===== config.mk =====
export PLATFORM = sky130hd
export DESIGN_NAME = pipeline_hazard_controller
export DESIGN_NICKNAME = d
export VERILOG_FILES = /design/src/rtl/pipeline_hazard_controller.sv
export SDC_FILE = /design/constraint.sdc
export NUM_CORES = 1
export LEC_CHECK = 0
export CORE_MARGIN = 3
export CORE_UTILIZATION = 44
export CTS_CLUSTER_DIAMETER = 60
export DETAILED_ROUTE_END_ITERATION = 8
export PLACE_DENSITY = 0.79
export SLEW_MARGIN = 20
export SYNTH_ARGS = -nofsm -noshare
export SYNTH_HDL_FRONTEND = slang
export SYNTH_SLANG_ARGS = --single-unit

===== constraint.sdc =====
create_clock -name clk -period 2.3 [get_ports clk]
set_input_delay 0.575 -clock clk [delete_from_list [all_inputs] [get_ports clk]]
set_output_delay 0.575 -clock clk [all_outputs]
set_load 0.02 [all_outputs]

===== src/rtl/pipeline_hazard_controller.sv =====
// -----------------------------------------------------------------------------
// pipeline_hazard_controller
//
// Central stall/flush sequencer for a 5-stage MIPS pipeline (IF, ID, EX, MEM,
// WB). Resolves taken branches, jumps and load-use hazards, and freezes the
// whole pipeline while a data-memory access is outstanding. A wait that lasts
// too long parks the controller in a sticky TIMEOUT state until software
// clears it.
//
// Parameters:
//   MAX_WAIT  consecutive MEM_WAIT cycles tolerated before TIMEOUT (1..255;
//             values outside the range are clamped)
//   CNT_W     width of the stall statistics counters (HAZ_PERF_CNT_EN only)
//
// Ports:
//   clk, rst_n          clock, asynchronous active-low reset
//   if_id_rs/if_id_rt   source fields of the instruction in ID
//   id_uses_rt          ID instruction reads rt
//   id_jump             ID instruction is a jump
//   id_ex_mem_read      EX instruction is a load
//   id_ex_rt            destination of the EX-stage load
//   ex_branch_taken     branch in EX resolved taken
//   ex_mem_access       MEM-stage instruction accesses data memory
//   dmem_ready          data memory has completed the access
//   tmo_clear           leaves the TIMEOUT state
//   pc_write, if_id_write, id_ex_write, ex_mem_write   register enables
//   if_id_flush, id_ex_bubble, mem_wb_bubble           NOP/bubble injects
//   mem_timeout         high while in TIMEOUT
//   load_use_cnt, mem_wait_cnt, flush_cnt   saturating stall statistics
//
// Optional feature: define HAZ_PERF_CNT_EN to add the statistics counters and
// their output ports.
//
// Control outputs are combinational from the registered state and the current
// inputs, so every hazard is answered in the cycle it appears.
// -----------------------------------------------------------------------------
module pipeline_hazard_controller #(
   parameter int unsigned MAX_WAIT = 16
`ifdef HAZ_PERF_CNT_EN
   ,
   parameter int unsigned CNT_W    = 32
`endif
) (
   input  logic       clk,
   input  logic       rst_n,
   input  logic [4:0] if_id_rs,
   input  logic [4:0] if_id_rt,
   input  logic       id_uses_rt,
   input  logic       id_jump,
   input  logic       id_ex_mem_read,
   input  logic [4:0] id_ex_rt,
   input  logic       ex_branch_taken,
   input  logic       ex_mem_access,
   input  logic       dmem_ready,
   input  logic       tmo_clear,
   output logic       pc_write,
   output logic       if_id_write,
   output logic       if_id_flush,
   output logic       id_ex_write,
   output logic       id_ex_bubble,
   output logic       ex_mem_write,
   output logic       mem_wb_bubble,
   output logic       mem_timeout
`ifdef HAZ_PERF_CNT_EN
   ,
   output logic [CNT_W-1:0] load_use_cnt,
   output logic [CNT_W-1:0] mem_wait_cnt,
   output logic [CNT_W-1:0] flush_cnt
`endif
);

   localparam int unsigned WAIT_W     = 8;
   localparam int unsigned WAIT_SAT   = 255;
   localparam int unsigned WAIT_LIMIT = (MAX_WAIT == 0)        ? 1 :
                                        (MAX_WAIT > WAIT_SAT) ? WAIT_SAT : MAX_WAIT;

   typedef enum logic [1:0] {
      ST_RUN      = 2'd0,
      ST_MEM_WAIT = 2'd1,
      ST_TIMEOUT  = 2'd2
   } state_e;

   state_e              state_q, state_d;
   logic [WAIT_W-1:0]   wait_cnt_q, wait_cnt_d;

   // Hazard detection on the current ID/EX contents
   logic mem_stall_c;
   logic load_use_c;

   // Response of the RUN rules below the memory stall (branch, load-use, jump)
   logic run_pc_write, run_if_id_write, run_if_id_flush, run_id_ex_bubble;

   // Unmasked control outputs; reset masking is applied at the ports
   logic pc_write_c, if_id_write_c, if_id_flush_c, id_ex_write_c;
   logic id_ex_bubble_c, ex_mem_write_c, mem_wb_bubble_c, mem_timeout_c;

   assign mem_stall_c = ex_mem_access && !dmem_ready;

   // A load writing $0 never creates a dependency
   assign load_use_c = id_ex_mem_read && (id_ex_rt != 5'd0) &&
                       ((id_ex_rt == if_id_rs) ||
                        (id_uses_rt && (id_ex_rt == if_id_rt)));

   // RUN priority chain: taken branch squashes ID, so it beats load-use and jump
   always_comb begin
      run_pc_write     = 1'b1;
      run_if_id_write  = 1'b1;
      run_if_id_flush  = 1'b0;
      run_id_ex_bubble = 1'b0;
      if (ex_branch_taken) begin
         run_if_id_flush  = 1'b1;
         run_id_ex_bubble = 1'b1;
      end else if (load_use_c) begin
         run_pc_write     = 1'b0;
         run_if_id_write  = 1'b0;
         run_id_ex_bubble = 1'b1;
      end else if (id_jump) begin
         run_if_id_flush  = 1'b1;
      end
   end

   // State and wait counter registers
   always_ff @(posedge clk or negedge rst_n) begin
      if (!rst_n) begin
         state_q    <= ST_RUN;
         wait_cnt_q <= '0;
      end else begin
         state_q    <= state_d;
         wait_cnt_q <= wait_cnt_d;
      end
   end

   // Next-state and control outputs
   always_comb begin
      state_d         = state_q;
      wait_cnt_d      = wait_cnt_q;
      pc_write_c      = run_pc_write;
      if_id_write_c   = run_if_id_write;
      if_id_flush_c   = run_if_id_flush;
      id_ex_write_c   = 1'b1;
      id_ex_bubble_c  = run_id_ex_bubble;
      ex_mem_write_c  = 1'b1;
      mem_wb_bubble_c = 1'b0;
      mem_timeout_c   = 1'b0;

      case (state_q)
         ST_RUN: begin
            if (mem_stall_c) begin
               state_d    = ST_MEM_WAIT;
               wait_cnt_d = WAIT_W'(1);
            end
         end
         ST_MEM_WAIT: begin
            if (ex_mem_access && dmem_ready) begin
               // Access completes: release this cycle under the RUN rules
               state_d    = ST_RUN;
               wait_cnt_d = '0;
            end else begin
               if (wait_cnt_q != WAIT_W'(WAIT_SAT)) begin
                  wait_cnt_d = wait_cnt_q + WAIT_W'(1);
               end
               if (wait_cnt_q == WAIT_W'(WAIT_LIMIT)) begin
                  state_d = ST_TIMEOUT;
               end
            end
         end
         ST_TIMEOUT: begin
            mem_timeout_c = 1'b1;
            if (tmo_clear) begin
               state_d    = ST_RUN;
               wait_cnt_d = '0;
            end
         end
         default: begin
            state_d    = ST_RUN;
            wait_cnt_d = '0;
         end
      endcase

      // Full freeze: first stall cycle in RUN, every unreleased wait cycle, TIMEOUT
      if (((state_q == ST_RUN) && mem_stall_c) ||
          ((state_q == ST_MEM_WAIT) && !(ex_mem_access && dmem_ready)) ||
          (state_q == ST_TIMEOUT)) begin
         pc_write_c      = 1'b0;
         if_id_write_c   = 1'b0;
         if_id_flush_c   = 1'b0;
         id_ex_write_c   = 1'b0;
         id_ex_bubble_c  = 1'b0;
         ex_mem_write_c  = 1'b0;
         mem_wb_bubble_c = 1'b1;
      end
   end

   // While reset is held the pipeline free-runs with no flushes
   assign pc_write      = rst_n ? pc_write_c      : 1'b1;
   assign if_id_write   = rst_n ? if_id_write_c   : 1'b1;
   assign if_id_flush   = rst_n ? if_id_flush_c   : 1'b0;
   assign id_ex_write   = rst_n ? id_ex_write_c   : 1'b1;
   assign id_ex_bubble  = rst_n ? id_ex_bubble_c  : 1'b0;
   assign ex_mem_write  = rst_n ? ex_mem_write_c  : 1'b1;
   assign mem_wb_bubble = rst_n ? mem_wb_bubble_c : 1'b0;
   assign mem_timeout   = rst_n ? mem_timeout_c   : 1'b0;

`ifdef HAZ_PERF_CNT_EN
   logic             load_use_act, freeze_act, flush_act;
   logic [CNT_W-1:0] load_use_cnt_q, load_use_cnt_d;
   logic [CNT_W-1:0] mem_wait_cnt_q, mem_wait_cnt_d;
   logic [CNT_W-1:0] flush_cnt_q, flush_cnt_d;

   // Classify the active response; a bubble without a flush is a load-use stall
   assign load_use_act = id_ex_bubble_c && !if_id_flush_c;
   assign freeze_act   = mem_wb_bubble_c;
   assign flush_act    = if_id_flush_c;

   // Saturating event counters
   always_comb begin
      load_use_cnt_d = load_use_cnt_q;
      mem_wait_cnt_d = mem_wait_cnt_q;
      flush_cnt_d    = flush_cnt_q;
      if (load_use_act && (load_use_cnt_q != '1)) begin
         load_use_cnt_d = load_use_cnt_q + CNT_W'(1);
      end
      if (freeze_act && (mem_wait_cnt_q != '1)) begin
         mem_wait_cnt_d = mem_wait_cnt_q + CNT_W'(1);
      end
      if (flush_act && (flush_cnt_q != '1)) begin
         flush_cnt_d = flush_cnt_q + CNT_W'(1);
      end
   end

   always_ff @(posedge clk or negedge rst_n) begin
      if (!rst_n) begin
         load_use_cnt_q <= '0;
         mem_wait_cnt_q <= '0;
         flush_cnt_q    <= '0;
      end else begin
         load_use_cnt_q <= load_use_cnt_d;
         mem_wait_cnt_q <= mem_wait_cnt_d;
         flush_cnt_q    <= flush_cnt_d;
      end
   end

   assign load_use_cnt = load_use_cnt_q;
   assign mem_wait_cnt = mem_wait_cnt_q;
   assign flush_cnt    = flush_cnt_q;
`endif

endmodule

# After elaboration in Yosys (flattened, before gate mapping)
# Cells that the tools add are included.
[word_totals]
out_inout_bits = 8
wordCells = 58
regBits = 10
[op_classes]
eq_ne = 10
n_mux = 29
add_sub_neg = 1
reduce_logical = 16
[ops]
columns = ["op", "n"]
rows = [
  ["2-to-1 mux 8 bit", 4],
  ["one-hot mux 8 bit (3 select lines)", 1],
  ["2-to-1 mux 1 bit", 19],
  ["== test 5 bit", 2],
  ["adder 8 x 1 -> 8 bit, second input constant", 1],
  ["== test 8 x 5 -> 1 bit, second input constant", 1],
  ["2-to-1 mux 2 bit", 4],
  ["inequality test 8 bit, second input constant", 1],
  ["logical AND 1 bit", 7],
  ["inequality test 3 bit, second input constant", 2],
  ["one-hot mux 2 bit (3 select lines)", 1],
  ["AND reduction 3 bit", 2],
  ["nonzero test 5 bit", 1],
  ["inequality test 2 bit, second input constant", 2],
  ["logical OR 1 bit", 3],
  ["== test 2 x 1 -> 1 bit, second input constant", 1],
  ["== test 2 bit, second input constant", 1],
  ["zero test 1 bit", 2],
  ["zero test 2 bit", 1],
]

# Depth between registers and ports, before layout
[depth]
ltp_word = 8
ltp_mapped = 6

# Least setup slack after synthesis
# No wires, ideal clock.
[synth_timing]
path_type = "input port to output port"
startpoint = "input port id_ex_rt[1]"
endpoint = "output port pc_write"
slack_ns = -0.243
stages = 5
required_time_ns = 1.725
arrival_time_ns = 1.968
path_cell_list = "or4_1 o21ai_1 nor3_1 a21oi_1 buf_4"
[synth_between]
elab_chain_len = 8
elab_cells_between_ends = 11
classes_between = "eq/ne: 2; mux: 4; reduce/logical: 5"
[synth_rtl]
columns = ["element", "line", "source"]
rows = [
  ["from (decl)", "51", "input logic [4:0] id_ex_rt,"],
  ["== test 5 bit", "102", "(id_uses_rt && (id_ex_rt == if_id_rt)));"],
  ["logical AND 1 bit", "102", ""],
  ["logical OR 1 bit", "101", "((id_ex_rt == if_id_rs) ||"],
  ["logical AND 1 bit *", "100", "assign load_use_c = id_ex_mem_read && (id_ex_rt != 5'd0) &&"],
  ["2-to-1 mux 1 bit * (4 in a row)", "-", ""],
  ["to (decl)", "56", "output logic pc_write,"],
]
# Every way passes the cells marked *; elsewhere a longest branch is shown, timed or not.

# Worst setup path in the final report
[layout_timing]
startpoint = "input port id_ex_rt[3]"
endpoint = "output port if_id_flush"
[layout_between]
elab_chain_len = 8
elab_cells_between_ends = 11
classes_between = "eq/ne: 2; mux: 4; reduce/logical: 5"
[layout_rtl]
columns = ["element", "line", "source"]
rows = [
  ["== test 5 bit", "102", ""],
  ["logical AND 1 bit", "102", ""],
  ["logical OR 1 bit", "101", ""],
  ["logical AND 1 bit *", "100", ""],
  ["2-to-1 mux 1 bit *", "113", "end else if (load_use_c) begin"],
  ["2-to-1 mux 1 bit *", "110", "if (ex_branch_taken) begin"],
  ["2-to-1 mux 1 bit *", "181", "if (((state_q == ST_RUN) && mem_stall_c) ||"],
  ["2-to-1 mux 1 bit *", "197", "assign if_id_flush = rst_n ? if_id_flush_c : 1'b0;"],
  ["to (decl)", "58", "output logic if_id_flush,"],
]
# Marked as above.

==> flow_summary.json <==
{
  "ant_nets": 0,
  "hp-class": "flop to flop",
  "relSlewSlack": 0.7080,
  "yosysTopAreaCellShare": 0.2809,
  "wl_per_cell_um": 14.63,
  "vias": 964,
  "crit_cells": 6,
  "p_per_area_nw_per_um2": 675.0,
  "cts_made_buffers": 3,
  "yosysWarnings": 0,
  "fin_cells": 176,
  "p_total_mw": 0.9518,
  "drt-initial-drc-count": 24,
  "cp.buffers_inverters": 2,
  "cp.arrival_ps": 1820,
  "max_freq_ghz": 0.4174,
  "slowest_delay_ps": 540,
  "fin_crit_ps": 2396,
  "crit_path_max_fanout": 3,
  "syn2layout_area_growth_pct": 58.29,
  "first_pass_iters": 4,
  "synth_edf_count": 0,
  "tightest_slew_ps": 437.6,
  "synth_area_leader_cell": "dfrtp_1",
  "critical_path.endpoint_type": "output port",
  "finalHoldViolations": 0,
  "dp_slack_ps": -934.0,
  "critPathRequiredTime_ps": 1730,
  "violations": "negative setup slack",
  "path_cells": "buf_6 -> or4_4 -> o21ai_4 -> nor2_2 -> a211oi_2 -> buf_4",
  "vdd_drop_max_mv": 0.6158,
  "reg2reg_from": "wait_cnt_q[0]",
  "die_x_um": 51.00,
  "clock_tree.buffer_depth": 2,
  "seq_area_frac_synth": 0.2809,
  "slew_viol_final": 0,
  "place.gp.congestion": 0.8772,
  "holdWs_ps": 571.4,
  "synth_nets": 126,
  "rrSetupSlack_ps": 550,
  "io_buffers": 31,
  "r2r_end": "wait_cnt_q[0]",
  "dp_cells": 172,
  "critPathKind": "primary input to output port",
  "maxCapViolCount": 0,
  "cts_tree": "done",
  "synth_area_leaders": "dfrtp_1 (28%), xnor2_1 (9.8%), nand3_1 (3.9%), inv_1 (2.9%), nor2_1 (2.9%)",
  "fillCellCount": 131,
  "overflow": 0,
  "leakage_nw": 0.6246,
  "drc": 0,
  "setup_viol": 4,
  "synth.cells.most_frequent": "dfrtp_1 (10), xnor2_1 (10), inv_1 (7), nand3_1 (7), nor2_1 (7)",
  "finalWorstSetupSlack_ps": -95.83,
  "antenna_found_initial": 0,
  "layout-drive-gt1-share": 0.3709,
  "synth.avg_cell_area_um2": 8.909,
  "drt-vias-per-instance": 5.477,
  "synth-seq-cells": 10,
  "async_reset_ff_frac": 1.000,
  "die_area_um2": 2600,
  "ys_types": 41,
  "syn_inst": 100,
  "finish.utilization": 0.7746,
  "floorplan.initialDensity": 0.4893,
  "outcome": "complete, but fails checks",
  "finalClockSkew_ps": 2.336,
  "root_buffer": "clkbuf_4",
  "startpoint_type": "primary input",
  "clock-sinks": 10,
  "startpoint": "id_ex_rt[3]",
  "die_height_um": 51.00,
  "hpwl_um": 2024,
  "clk_pin_slew_ps": 60,
  "rsz0062_at_grt": "true",
  "clock_latency_ps": 270,
  "slowest_stage": "or4_4",
  "htreeDepth": 1,
  "grt_usage": 0.2089,
  "num_rows": 15,
  "cpLargestDelayFamily": "simple AND/OR/NAND/NOR gates",
  "routed_wl_um": 2574,
  "reg2reg_depth": 5,
  "min_period_over_period": 1.042,
  "syn_area_um2": 890.9,
  "grt_pass1_vias": 938,
  "ctsHoldBuffers": 0,
  "coreArea_um2": 1821,
  "io_pins": 32,
  "num_antenna_cells": 0,
  "grt_pass1_wl_um": 4146,
  "critPathCapture": "if_id_flush",
  "nNetsFinal": 179,
  "grt_max_degree": 11,
  "synth_ff_type": "dfrtp_1"
}
==> per-stage QoR <==
| stage | setup TNS, ps | area (um2) |
|---|---|---|
| after floorplan | -68.11 | 904.6 |
| after global placement | -5442 | 1371 |
| after detailed placement | -5783 | 1371 |
| after CTS | -288.0 | 1398 |
| after global routing | -484.4 | 1410 |
| final | -281.4 | 1410 |
==> registers in the layout, indices dropped and copies added, names as in the netlist <==
name and cells:
state_q 2, wait_cnt_q 8
==> routing by layer <==
layer  track usage  vias up  part of all wire
met3       0.03499        2             0.058
met1        0.2605      454              0.47
met4       0.05381        0            0.0074
met5             0        -                 0
met2        0.3691       30              0.46
li1              -      478                 -
==> worst min-delay path by stage <==
stage | start | endpoint | slack (ps) | depth (start not counted)
2_1_floorplan | rst_n | state_q[0] | 280 | 0
3_3_place_gp | wait_cnt_q[7] | wait_cnt_q[7] | 560 | 1
3_5_place_dp | wait_cnt_q[7] | wait_cnt_q[7] | 560 | 1
4_1_cts | wait_cnt_q[7] | wait_cnt_q[7] | 570 | 1
5_1_grt | wait_cnt_q[7] | wait_cnt_q[7] | 600 | 1
6_report | wait_cnt_q[7] | wait_cnt_q[7] | 570 | 1
==> cell usage in the layout, fill, tap and decap left out, drive strengths merged <==
cell	count
nand4	4
a32o	2
and2	2
dlygate4sd2	11
or4	2
o21ai	3
xnor2	10
o31ai	3
nor3b	1
o2bb2ai	1
ha	2
o22ai	2
inv	7
dfrtp	10
or2	2
a21oi	2
mux2	1
a211o	2
o211ai	2
nand2	4
clkdlybuf4s50	8
nand2b	2
clkbuf	4
nor2	9
a31oi	1
o311ai	1
or3	2
nor3	4
o41ai	2
nor4	1
nand3	7
or4b	1
a211oi	2
mux2i	1
buf	32
a22o	1
==> logic make-up (layout without fill, tap and decap cells) <==
family	after synthesis	in the layout	synth area share
AND/OR/NAND/NOR	41	41	0.2879
AO/OA/AOI/OAI	24	24	0.2191
buffers and inverters	11	62	0.05759
XOR/XNOR	10	10	0.09831
flip-flops	10	10	0.2809
adder cells (fa/ha/maj)	2	2	0.02809
multiplexers	2	2	0.02809
==> report_power, final <==
part / switching (mW) / internal, mW / leakage [nW]
Combinational: 0.293 / 0.289 / 0.476
Clock: 0.0590 / 0.0605 / 0.0138
Sequential: 0.0426 / 0.207 / 0.134
==> cell type report <==
type | count | area, um2 | share of cell area
Multi-Input combinational cell | 79 | 643.1 | 0.4561
Sequential cell | 10 | 250.2 | 0.1775
Clock buffer | 3 | 22.52 | 0.01597
Inverter | 7 | 26.28 | 0.01863
Timing Repair Buffer | 52 | 436.7 | 0.3097
Tap cell | 25 | 31.28 | 0.02218
==> repair_timing <==
item / 4_1_cts / 5_1_grt
buffers inserted: 1 / 0
setup endpoints to repair: 8 / 7
pin swaps: 15 / 6
gates resized for setup: 71 / 9
Note: power is estimated with default switching activity, not from simulation.
